### src/rtl/signal_write_arbiter_if.sv
// Write-port bundle between the two requesters, the arbiter and the signal generator.
interface signal_write_arbiter_if;
  localparam int unsigned ADDR_W = 3;
  localparam int unsigned DATA_W = 5;

  logic              req_a;
  logic [ADDR_W-1:0] addr_a;
  logic [DATA_W-1:0] data_a;
  logic              ack_a;
  logic              req_b;
  logic [ADDR_W-1:0] addr_b;
  logic [DATA_W-1:0] data_b;
  logic              ack_b;
  logic              wr_strobe;
  logic [ADDR_W-1:0] wr_address;
  logic [DATA_W-1:0] wr_data;
  logic              busy;
  logic              grant_id;

  modport master (
    output req_a, addr_a, data_a, req_b, addr_b, data_b,
    input  ack_a, ack_b, wr_strobe, wr_address, wr_data, busy, grant_id
  );

  modport slave (
    input  req_a, addr_a, data_a, req_b, addr_b, data_b,
    output ack_a, ack_b, wr_strobe, wr_address, wr_data, busy, grant_id
  );
endinterface

### src/rtl/signal_write_arbiter.sv
// Round-robin arbiter that stretches each granted register write into a
// setup / strobe / release sequence for the slow-clocked signal generator.
module signal_write_arbiter #(
  parameter int unsigned SETUP_CYCLES = 4,
  parameter int unsigned HOLD_CYCLES  = 128,
  parameter int unsigned GAP_CYCLES   = 4
) (
  input  logic                  clk,
  input  logic                  rst,
  signal_write_arbiter_if.slave bus
);
  localparam int unsigned ADDR_W = 3;
  localparam int unsigned DATA_W = 5;
  localparam int unsigned MAX_SH = (SETUP_CYCLES > HOLD_CYCLES) ? SETUP_CYCLES : HOLD_CYCLES;
  localparam int unsigned MAX_CYC = (MAX_SH > GAP_CYCLES) ? MAX_SH : GAP_CYCLES;
  localparam int unsigned CNT_W  = $clog2(MAX_CYC) + 1;

  typedef enum logic [1:0] {IDLE, SETUP, STROBE, RELEASE} state_t;

  state_t            state_q, state_d;
  logic [CNT_W-1:0]  cnt_q, cnt_d;
  logic [ADDR_W-1:0] addr_q, addr_d;
  logic [DATA_W-1:0] data_q, data_d;
  logic              ack_a_q, ack_a_d;
  logic              ack_b_q, ack_b_d;
  logic              strobe_q, strobe_d;
  logic              busy_q, busy_d;
  logic              grant_q, grant_d;
  logic              last_grant_q, last_grant_d;
  logic              pick_b_c;

  // On a tie, B wins only if A was the last requester served.
  assign pick_b_c = bus.req_b && (!bus.req_a || !last_grant_q);

  always_comb begin
    state_d      = state_q;
    cnt_d        = cnt_q;
    addr_d       = addr_q;
    data_d       = data_q;
    grant_d      = grant_q;
    last_grant_d = last_grant_q;
    ack_a_d      = 1'b0;
    ack_b_d      = 1'b0;

    unique case (state_q)
      IDLE: begin
        if (bus.req_a || bus.req_b) begin
          addr_d       = pick_b_c ? bus.addr_b : bus.addr_a;
          data_d       = pick_b_c ? bus.data_b : bus.data_a;
          grant_d      = pick_b_c;
          last_grant_d = pick_b_c;
          ack_a_d      = !pick_b_c;
          ack_b_d      = pick_b_c;
          cnt_d        = CNT_W'(SETUP_CYCLES - 1);
          state_d      = SETUP;
        end
      end
      SETUP: begin
        if (cnt_q == '0) begin
          cnt_d   = CNT_W'(HOLD_CYCLES - 1);
          state_d = STROBE;
        end else begin
          cnt_d = cnt_q - CNT_W'(1);
        end
      end
      STROBE: begin
        if (cnt_q == '0) begin
          cnt_d   = CNT_W'(GAP_CYCLES - 1);
          state_d = RELEASE;
        end else begin
          cnt_d = cnt_q - CNT_W'(1);
        end
      end
      RELEASE: begin
        if (cnt_q == '0) begin
          state_d = IDLE;
        end else begin
          cnt_d = cnt_q - CNT_W'(1);
        end
      end
    endcase

    // Registered from next state so strobe and busy track the state exactly.
    strobe_d = (state_d == STROBE);
    busy_d   = (state_d != IDLE);
  end

  always_ff @(posedge clk) begin
    if (rst) begin
      state_q      <= IDLE;
      cnt_q        <= '0;
      addr_q       <= '0;
      data_q       <= '0;
      ack_a_q      <= 1'b0;
      ack_b_q      <= 1'b0;
      strobe_q     <= 1'b0;
      busy_q       <= 1'b0;
      grant_q      <= 1'b0;
      last_grant_q <= 1'b1;
    end else begin
      state_q      <= state_d;
      cnt_q        <= cnt_d;
      addr_q       <= addr_d;
      data_q       <= data_d;
      ack_a_q      <= ack_a_d;
      ack_b_q      <= ack_b_d;
      strobe_q     <= strobe_d;
      busy_q       <= busy_d;
      grant_q      <= grant_d;
      last_grant_q <= last_grant_d;
    end
  end

  assign bus.ack_a      = ack_a_q;
  assign bus.ack_b      = ack_b_q;
  assign bus.wr_strobe  = strobe_q;
  assign bus.wr_address = addr_q;
  assign bus.wr_data    = data_q;
  assign bus.busy       = busy_q;
  assign bus.grant_id   = grant_q;
endmodule

### src/flat_wrapper.sv
// flat-port wrapper written by rule: the top's interface ports become plain ports
module signal_write_arbiter_flat 
#(
  parameter int unsigned SETUP_CYCLES = 4,
  parameter int unsigned HOLD_CYCLES  = 128,
  parameter int unsigned GAP_CYCLES   = 4
)
  (clk, rst, bus_req_a, bus_addr_a, bus_data_a, bus_req_b, bus_addr_b, bus_data_b, bus_ack_a, bus_ack_b, bus_wr_strobe, bus_wr_address, bus_wr_data, bus_busy, bus_grant_id);
  signal_write_arbiter_if bus_i ();
  input  logic clk;
  input  logic rst;
  input wire logic [$bits(bus_i.req_a)-1:0] bus_req_a;
  input wire logic [$bits(bus_i.addr_a)-1:0] bus_addr_a;
  input wire logic [$bits(bus_i.data_a)-1:0] bus_data_a;
  input wire logic [$bits(bus_i.req_b)-1:0] bus_req_b;
  input wire logic [$bits(bus_i.addr_b)-1:0] bus_addr_b;
  input wire logic [$bits(bus_i.data_b)-1:0] bus_data_b;
  output wire logic [$bits(bus_i.ack_a)-1:0] bus_ack_a;
  output wire logic [$bits(bus_i.ack_b)-1:0] bus_ack_b;
  output wire logic [$bits(bus_i.wr_strobe)-1:0] bus_wr_strobe;
  output wire logic [$bits(bus_i.wr_address)-1:0] bus_wr_address;
  output wire logic [$bits(bus_i.wr_data)-1:0] bus_wr_data;
  output wire logic [$bits(bus_i.busy)-1:0] bus_busy;
  output wire logic [$bits(bus_i.grant_id)-1:0] bus_grant_id;
  assign bus_i.req_a = bus_req_a;
  assign bus_i.addr_a = bus_addr_a;
  assign bus_i.data_a = bus_data_a;
  assign bus_i.req_b = bus_req_b;
  assign bus_i.addr_b = bus_addr_b;
  assign bus_i.data_b = bus_data_b;
  assign bus_ack_a = bus_i.ack_a;
  assign bus_ack_b = bus_i.ack_b;
  assign bus_wr_strobe = bus_i.wr_strobe;
  assign bus_wr_address = bus_i.wr_address;
  assign bus_wr_data = bus_i.wr_data;
  assign bus_busy = bus_i.busy;
  assign bus_grant_id = bus_i.grant_id;
  signal_write_arbiter #(.SETUP_CYCLES(SETUP_CYCLES), .HOLD_CYCLES(HOLD_CYCLES), .GAP_CYCLES(GAP_CYCLES)) u_core (.clk(clk), .rst(rst), .bus(bus_i));
endmodule
### config.mk
export PLATFORM = sky130hd
export DESIGN_NAME = signal_write_arbiter_flat
export DESIGN_NICKNAME = d
export VERILOG_FILES = /design/src/rtl/signal_write_arbiter_if.sv /design/src/rtl/signal_write_arbiter.sv /design/src/flat_wrapper.sv
export SDC_FILE = /design/constraint.sdc
export NUM_CORES = 1
export LEC_CHECK = 0
export CAP_MARGIN = 10
export CORE_MARGIN = 2
export CORE_UTILIZATION = 41
export CTS_CLUSTER_SIZE = 14
export DETAILED_ROUTE_END_ITERATION = 6
export PLACE_DENSITY = 0.76
export SLEW_MARGIN = 20
export SYNTH_ARGS = -nofsm -noshare
export SYNTH_HDL_FRONTEND = slang
export SYNTH_SLANG_ARGS = --single-unit
### constraint.sdc
create_clock -name clk -period 1.8 [get_ports clk]
set_input_delay 0.54 -clock clk [delete_from_list [all_inputs] [get_ports clk]]
set_output_delay 0.54 -clock clk [all_outputs]
set_load 0.1 [all_outputs]
# After elaboration in Yosys (flattened, before gate mapping)

Cells that the tools add are included.

Reductions and logical operators: 12
Mux-type cells: 12
Add/sub/neg operators: 1
Eq/ne operators: 6
Bitwise operators: 2

Operator list:

| operator                                              | count |
|---|---|
| 2-to-1 mux 8 bit                                      | 4 |
| one-hot mux 8 bit (4 select lines)                    | 1 |
| logical NOT 8 bit                                     | 1 |
| 2-to-1 mux 2 bit                                      | 4 |
| one-hot mux 2 bit (4 select lines)                    | 1 |
| subtractor 8 x 1 -> 8 bit, second input constant      | 1 |
| equality test 2 bit, second input constant            | 3 |
| 2-to-1 mux 5 bit                                      | 1 |
| AND reduction 2 bit                                   | 2 |
| logical NOT 1 bit                                     | 3 |
| 2-to-1 mux 3 bit                                      | 1 |
| OR reduction 3 bit                                    | 1 |
| equality test 2 x 1 -> 1 bit, second input constant   | 1 |
| logical NOT 2 bit                                     | 1 |
| logical OR 1 bit                                      | 2 |
| inequality test 2 x 1 -> 1 bit, second input constant | 1 |
| inequality test 2 bit, second input constant          | 1 |
| inverter 1 bit                                        | 2 |
| nonzero test 2 bit                                    | 1 |
| logical AND 1 bit                                     | 1 |

Bits of input ports: 20
Logic and storage cells: 43
Flip-flop bits (word level): 24

# Longest topological paths before layout

Gate-level depths: netlist of the first run.

Word-level depth: 4
Depth in mapped cells: 7

# Worst setup path before layout of the first run

OpenSTA, ideal clock, no wires.

Kind: register to register
Start: register u_core.cnt_q[0]
End: register u_core.cnt_q[6]
Library setup time: 0.080 ns
Arrival time: 1.853 ns
Stages on the path, launching flop included: 7
Slack: -0.132 ns
Cells stage by stage: dfxtp_1 inv_1 ha_1 or4b_1 or3_1 or3_1 a211oi_2

Cells in the longest elaborated chain, start to end: 3
Elaborated cells on any way between the ends: 8
Classes of those cells: add/sub: 1; eq/ne: 1; mux: 4; reduce/logical: 2

Ends and longest elaborated chain:

| element                                                                   | line                        | RTL |
|---|---|---|
| start, declared                                                           | signal_write_arbiter.sv:21  | `logic [CNT_W-1:0] cnt_q, cnt_d;` |
| start signal, assigned                                                    | signal_write_arbiter.sv:102 | `cnt_q <= cnt_d;` |
| subtractor 8 x 1 -> 8 bit or logical NOT 8 bit (tied branches)            | -                           |  |
| 2-to-1 mux 8 bit, or another cell as far along                            | signal_write_arbiter.sv:75  | `if (cnt_q == '0) begin` |
| one-hot mux 8 bit (4 select lines) or AND reduction 2 bit (tied branches) | -                           |  |

Parallel ways exist; a longest one is shown, timed or not. The select of a mux whose other input is x is not followed.
A chain may end at the register's enable or synchronous reset.

# Final worst setup path of the first run

Start: register u_core.cnt_q[1]
End: register u_core.cnt_q[6]

The elaborated chain is that of the path after synthesis.

==> results.json, run 1 <==
{
  "status": "complete, but fails checks",
  "violations": "negative setup slack",
  "cts.clk_slew.worst_paths_ns": 0.14,
  "period_share_pct": 110,
  "yosys-top-cells-count": "dfxtp_1 (24), nor2_1 (17), a211oi_1 (9)",
  "diodes": 0,
  "seq_power_share_pct": 31.9,
  "ys.flop_type": "dfxtp_1",
  "fp.dieW_um": 55.9,
  "layout-drive-gt1-share_pct": 34.1,
  "grt_pass1_vias": 1166,
  "globalplace.congestion": 0.813,
  "drtIter0Drc": 33,
  "fmax_mhz": 507,
  "finalNetCount": 198,
  "cts_tree": "yes",
  "numCtsBuffers": 3,
  "synth_area_per_cell_sq_um": 8.92,
  "holdPathEnd": "u_core.state_q[1]$_SDFF_PP0_",
  "hpwl_um": 2390,
  "switching_share_pct": 43.6,
  "drc_errors": 0,
  "start_util_pct": 43.8,
  "postSynthCellCount": 124,
  "antenna_found_initial": 0,
  "arrival_ns": 2.22,
  "setup.worst_path.class": "register to register",
  "async_flop_share_pct": 0,
  "hold_violations": 0,
  "p_int_uw": 1290,
  "area_growth_pct": 65.0,
  "r2r_end": "u_core.cnt_q[6]$_SDFFE_PP0P_",
  "synth_area_leaders": "dfxtp_1 (43%), mux2i_1 (7.2%), a211oi_1 (6.1%), nor2_1 (5.8%), o21ai_0 (3.2%)",
  "via_per_inst": 5.59,
  "synth_top_area_share_pct": 43.4,
  "yosys_warnings": 0,
  "whs_ns": 0.516,
  "ys_ff_latch": 24,
  "maxCapViolCount": 0,
  "wl_um": 3090,
  "ios": 33,
  "yosysUniqueCellTypes": 33,
  "grt_use_total_pct": 21.0,
  "setup_violations": 1,
  "leakage_uw": 0.000734,
  "synth_top_area_cell": "dfxtp_1",
  "rrSetupSlack_ns": -0.17,
  "die_h_um": 55.9,
  "ctsHoldBuffers": 0,
  "min_path_cells": 2,
  "slew_headroom_pct": 70.6,
  "die_area_sq_um": 3130,
  "synth_most_common_cell": "dfxtp_1",
  "grt_max_degree": 15,
  "holdCritStartpoint": "u_core.state_q[1]$_SDFF_PP0_",
  "reg2regPathDepth": 6,
  "p_switching_uw": 1000,
  "required_ns": 2.05,
  "powerDensity_nw_per_um2": 1260,
  "final_max_slew_viol_count": 0,
  "r2r_start": "u_core.cnt_q[1]$_SDFFE_PP0P_",
  "clock-sinks": 24,
  "tightest_slew_ns": 0.438,
  "grt-ovfl-total": 0,
  "timing.final.ws_setup_ns": -0.172,
  "p_comb_share_pct": 55.2,
  "rows": 18,
  "hp-class": "register to register",
  "fin_skew_ns": 0.00510,
  "pre_cts_ws_ns": -0.281,
  "synth-edff-count": 0,
  "clkLatencyLatePin_ns": 0.32,
  "synth_area_sq_um": 1110,
  "vias": 1152,
  "numPortBuffers": 32,
  "root_buffer": "clkbuf_4",
  "cts_max_path_buffers": 2,
  "p_clk_share_pct": 13.0,
  "peakVddDrop_mv": 0.794,
  "finalPower_uw": 2290,
  "cp-start-kind": "register",
  "worst-path-max-fanout": 2,
  "endpoint_kind": "register",
  "yosysSeqAreaShare_pct": 43.4,
  "grt_pass1_wl_um": 5300,
  "syn-num-nets": 145,
  "rsz0062_at_grt": "true",
  "post_drt_wl_per_cell_um": 15.0,
  "htree_levels": 1,
  "antenna_left": 0,
  "post-route-min-period_ns": 1.97,
  "coreArea_sq_um": 2520,
  "dr.pass1.iters": 4
}
-- flip-flops by register name (all words and copies together) (netlist names) --
register / cells
u_core.bus.wr_strobe: 1
u_core.last_grant_q: 1
u_core.bus.ack_a: 1
u_core.bus.wr_address: 3
u_core.state_q: 2
u_core.bus.grant_id: 1
u_core.bus.ack_b: 1
u_core.bus.busy: 1
u_core.bus.wr_data: 5
u_core.cnt_q: 8
-- per-layer routing --
| metal | track usage [%] | part of all wire (%) | vias to the layer above |
|---|---|---|---|
| met2 | 38.9 | 53 | 39 |
| li1 | - | - | 561 |
| met3 | 5.12 | 6.5 | 2 |
| met4 | 3.06 | 0.39 | 0 |
| met5 | 0 | 0 | - |
| met1 | 24.9 | 40 | 550 |
-- what timing repair did --
| action | in CTS | in global routing |
|---|---|---|
| pin swaps | 4 | 1 |
| setup buffers | 1 | 0 |
| gates cloned | 0 | 0 |
| resized for setup | 3 | 3 |
| setup endpoints to repair | 3 | 3 |
-- logic make-up after synthesis --
family	synth area share, %
and+or+nand+nor	22.5
AOI/OAI and AO/OA	22.1
DFF	43.4
muxes	7.24
buffers and inverters	3.62
adders and majority gates	1.13
-- cells in the final DEF, fill, tap and decap left out, types with 2 or more instances in the layout --
cell type / netlist / final
nor3_1: 4 / 3
a211oi_2: 2 / 2
nand3b_1: 3 / 3
a31o_2: 2 / 2
dfxtp_2: 0 / 2
nor2_1: 17 / 17
o21a_1: 2 / 2
or3_1: 2 / 2
clkbuf_4: 0 / 3
a31oi_2: 0 / 2
mux2i_1: 8 / 8
dfxtp_1: 24 / 22
a211oi_1: 9 / 9
o21ai_0: 7 / 7
a21oi_1: 5 / 5
nand2_1: 6 / 6
and2_1: 2 / 2
buf_12: 0 / 13
inv_2: 0 / 2
and3_1: 2 / 2
clkdlybuf4s50_1: 0 / 19
buf_4: 0 / 23
-- final cells by class --
cell class	instances	area [sq um]
fill	180	697
sequential	24	483
inverter	3	11.3
multi-input combinational	90	634
timing repair buffer	55	623
clock buffer	4	36.3
tap	30	37.5
-- worst max path at each step --
stage,from,to,slack (ns),cells after the start
finish,u_core.cnt_q[1]$_SDFFE_PP0P_,u_core.cnt_q[6]$_SDFFE_PP0P_,-0.17,6
global route,u_core.cnt_q[1]$_SDFFE_PP0P_,u_core.cnt_q[6]$_SDFFE_PP0P_,-0.24,6
CTS,u_core.cnt_q[0]$_SDFFE_PP0P_,u_core.cnt_q[6]$_SDFFE_PP0P_,-0.21,6
detailed placement,bus_req_a,u_core.cnt_q[6]$_SDFFE_PP0P_,-0.28,5
global placement,bus_req_b,u_core.cnt_q[6]$_SDFFE_PP0P_,-0.20,5
floorplan,u_core.cnt_q[1]$_SDFFE_PP0P_,u_core.cnt_q[6]$_SDFFE_PP0P_,-0.11,6
-- power by group through the flow --
| stage | clock, uW | combinational [uW] | sequential (uW) |
|---|---|---|---|
| 3_5_place_dp | 0 | 1220 | 738 |
| 2_1_floorplan | 0 | 386 | 1060 |
| 4_1_cts | 295 | 1250 | 729 |
| 6_report | 298 | 1270 | 731 |
| 5_1_grt | 321 | 1340 | 743 |
| 3_3_place_gp | 0 | 1180 | 730 |
-- worst max-delay path: stages, from the launching register on --
cell	delay (ns)
dfxtp_2	0.35
inv_2	0.07
ha_4	0.12
or4b_4	0.46
or3_1	0.37
or3_1	0.34
a211oi_2	0.20
-- stage by stage --
step	utilization (%)	area, sq um	instances	TNS (ns)
floorplan	-	1130	124	-0.108
global placement	69.4	1750	201	-1.54
detailed placement	69.4	1750	201	-1.86
CTS	71.8	1810	206	-0.205
global route	72.4	1830	206	-0.243
finish	72.4	1830	206	-0.172
Note: power is estimated with default switching activity, not from simulation.
==> run 2, diff against run 1 <==
--- a/config.mk
+++ b/config.mk
@@ -7,10 +7,11 @@
 export LEC_CHECK = 0
 export CAP_MARGIN = 10
 export CORE_MARGIN = 2
-export CORE_UTILIZATION = 41
+export CORE_UTILIZATION = 43
+export CTS_BUF_LIST = sky130_fd_sc_hd__clkbuf_4 sky130_fd_sc_hd__clkbuf_8
 export CTS_CLUSTER_SIZE = 14
 export DETAILED_ROUTE_END_ITERATION = 6
-export PLACE_DENSITY = 0.76
+export PLACE_DENSITY = 0.79
 export SLEW_MARGIN = 20
 export SYNTH_ARGS = -nofsm -noshare
 export SYNTH_HDL_FRONTEND = slang
==> results.json, run 2 (synthesis gave the netlist of run 1 again) <==
{
  "status": "complete, but fails checks",
  "violations": "negative setup slack",
  "crit_chain": "inv_2 > ha_4 > or4b_4 > or3_4 > or3_4 > a211oi_2",
  "hpwl_um": 2180,
  "p_clk_share_pct": 12.7,
  "post_drt_wl_per_cell_um": 14.3,
  "hold_violations": 0,
  "drc_errors": 0,
  "p_switching_uw": 991,
  "grt_pass1_wl_um": 4840,
  "ios": 33,
  "cts_max_path_buffers": 2,
  "instances_no_fill": 204,
  "grt_use_total_pct": 22.3,
  "final_max_slew_viol_count": 0,
  "arrival_ns": 2.22,
  "endpoint_kind": "register",
  "met3_usage_pct": 4.64,
  "peakVddDrop_mv": 0.772,
  "rows": 18,
  "switching_share_pct": 43.1,
  "start_util_pct": 45.1,
  "antenna_left": 0,
  "layout-drive-gt1-share_pct": 33.9,
  "coreArea_sq_um": 2450,
  "hp-class": "register to register",
  "diodes": 0,
  "die_area_sq_um": 2990,
  "globalplace.congestion": 0.804,
  "vias": 1148,
  "die_h_um": 54.7,
  "ctsHoldBuffers": 0,
  "cts_tree": "yes",
  "use_met1_pct": 24.1,
  "clock-sinks": 24,
  "required_ns": 2.06,
  "period_share_pct": 109,
  "numCtsBuffers": 3,
  "setup.worst_path.class": "register to register",
  "root_buffer": "clkbuf_4",
  "powerDensity_nw_per_um2": 1260,
  "place_inst": 199,
  "grt_pass1_vias": 1157,
  "grt_max_degree": 18,
  "final_area_sq_um": 1830,
  "slowest_stage": "or4b_4",
  "numPortBuffers": 32,
  "slew_headroom_pct": 70.6,
  "fin_skew_ns": 0.00370,
  "drtIter0Drc": 18,
  "finalNetCount": 196,
  "layout_common_cells": "dfxtp_1 (22), buf_4 (20), clkdlybuf4s50_1 (19), nor2_1 (17), buf_12 (14)",
  "tightest_slew_ns": 0.438,
  "fin_util_pct": 74.5,
  "cp-start-kind": "register",
  "timing.final.ws_setup_ns": -0.160,
  "wl_um": 2920,
  "fmax_mhz": 510,
  "p_int_uw": 1310,
  "clkLatencyLatePin_ns": 0.32,
  "antenna_found_initial": 0,
  "crit_path_frequent_cell": "or3_4",
  "worst-path-max-fanout": 2,
  "fp.dieW_um": 54.7,
  "crit_buf_inv": 1,
  "rsz0062_at_grt": "true",
  "largest_register_ffs": 8,
  "post-route-min-period_ns": 1.96,
  "met2_usage_pct": 42.3,
  "largest_register": "u_core.cnt_q",
  "crit_family": "simple AND/OR/NAND/NOR gates",
  "busiest_layer": "met2",
  "area_growth_pct": 65.3,
  "setup_violations": 1,
  "via_per_inst": 5.63,
  "dr.pass1.iters": 4,
  "htree_levels": 1,
  "slowest_delay_ns": 0.45,
  "p_comb_share_pct": 55.5,
  "seq_power_share_pct": 31.8,
  "maxCapViolCount": 0,
  "grt-ovfl-total": 0,
  "leakage_uw": 0.000729,
  "cts.clk_slew.worst_paths_ns": 0.13,
  "final_common_cell": "dfxtp_1",
  "placed_area_sq_um": 1750
}
[run 2: cell count changes in the layout (fill, tap and decap cells not counted), sizes merged]
cell and delta:
buf -2
[run 2: final timing paths]
check | to | from | slack [ns] | depth (start not counted)
worst max-delay path | u_core.cnt_q[6]$_SDFFE_PP0P_ | u_core.cnt_q[1]$_SDFFE_PP0P_ | -0.16 | 6
worst max register to register | u_core.cnt_q[6]$_SDFFE_PP0P_ | u_core.cnt_q[1]$_SDFFE_PP0P_ | -0.16 | 6
worst min register to register | u_core.bus.wr_data[4]$_SDFFE_PP0P_ | u_core.bus.wr_data[4]$_SDFFE_PP0P_ | 0.54 | 2
worst min-delay path | u_core.bus.wr_data[4]$_SDFFE_PP0P_ | u_core.bus.wr_data[4]$_SDFFE_PP0P_ | 0.54 | 2
[run 2: worst reg2reg max path, cell delays in order, from the launching register on]
cell and delay (ns):
dfxtp_2 0.35, inv_2 0.07, ha_4 0.13, or4b_4 0.45, or3_4 0.39, or3_4 0.34
a211oi_2 0.17
[run 2: stage by stage]
step	setup TNS (ns)	setup WS, ns	total power, uW	hold WS [ns]
finish	-0.160	-0.160	2300	0.545
CTS	-0.121	-0.121	2260	0.548
detailed placement	-1.98	-0.237	1950	0.529
global placement	-1.44	-0.194	1920	0.507
floorplan	-0.108	-0.108	1450	0.444
global route	-0.204	-0.204	2410	0.572
[run 2: power by group through the flow]
stage | clock network [uW] | registers [uW] | logic, uW
after CTS | 295 | 729 | 1240
after global routing | 311 | 742 | 1360
after detailed placement | 0 | 737 | 1210
after floorplan | 0 | 1060 | 386
final | 291 | 730 | 1270
after global placement | 0 | 731 | 1180
[run 2: what timing repair did]
action | CTS | global route
setup buffers | 1 | 0
pin swaps | 2 | 1
resized for setup | 3 | 4
endpoints found under the setup margin | 2 | 7
[run 2: cell type report]
type / instances / area [sq um]
Clock buffer: 4 / 36.3
Multi-Input combinational cell: 90 / 639
Tap cell: 30 / 37.5
Sequential cell: 24 / 483
Fill cell: 192 / 627
Inverter: 3 / 11.3
Timing Repair Buffer: 53 / 621
[run 2: per-layer routing]
metal  up-vias  part of all wire, %
li1        557                    -
met2        31                   51
met5         -                    0
met3         5                  5.3
met4         0                  1.5
met1       555                   43
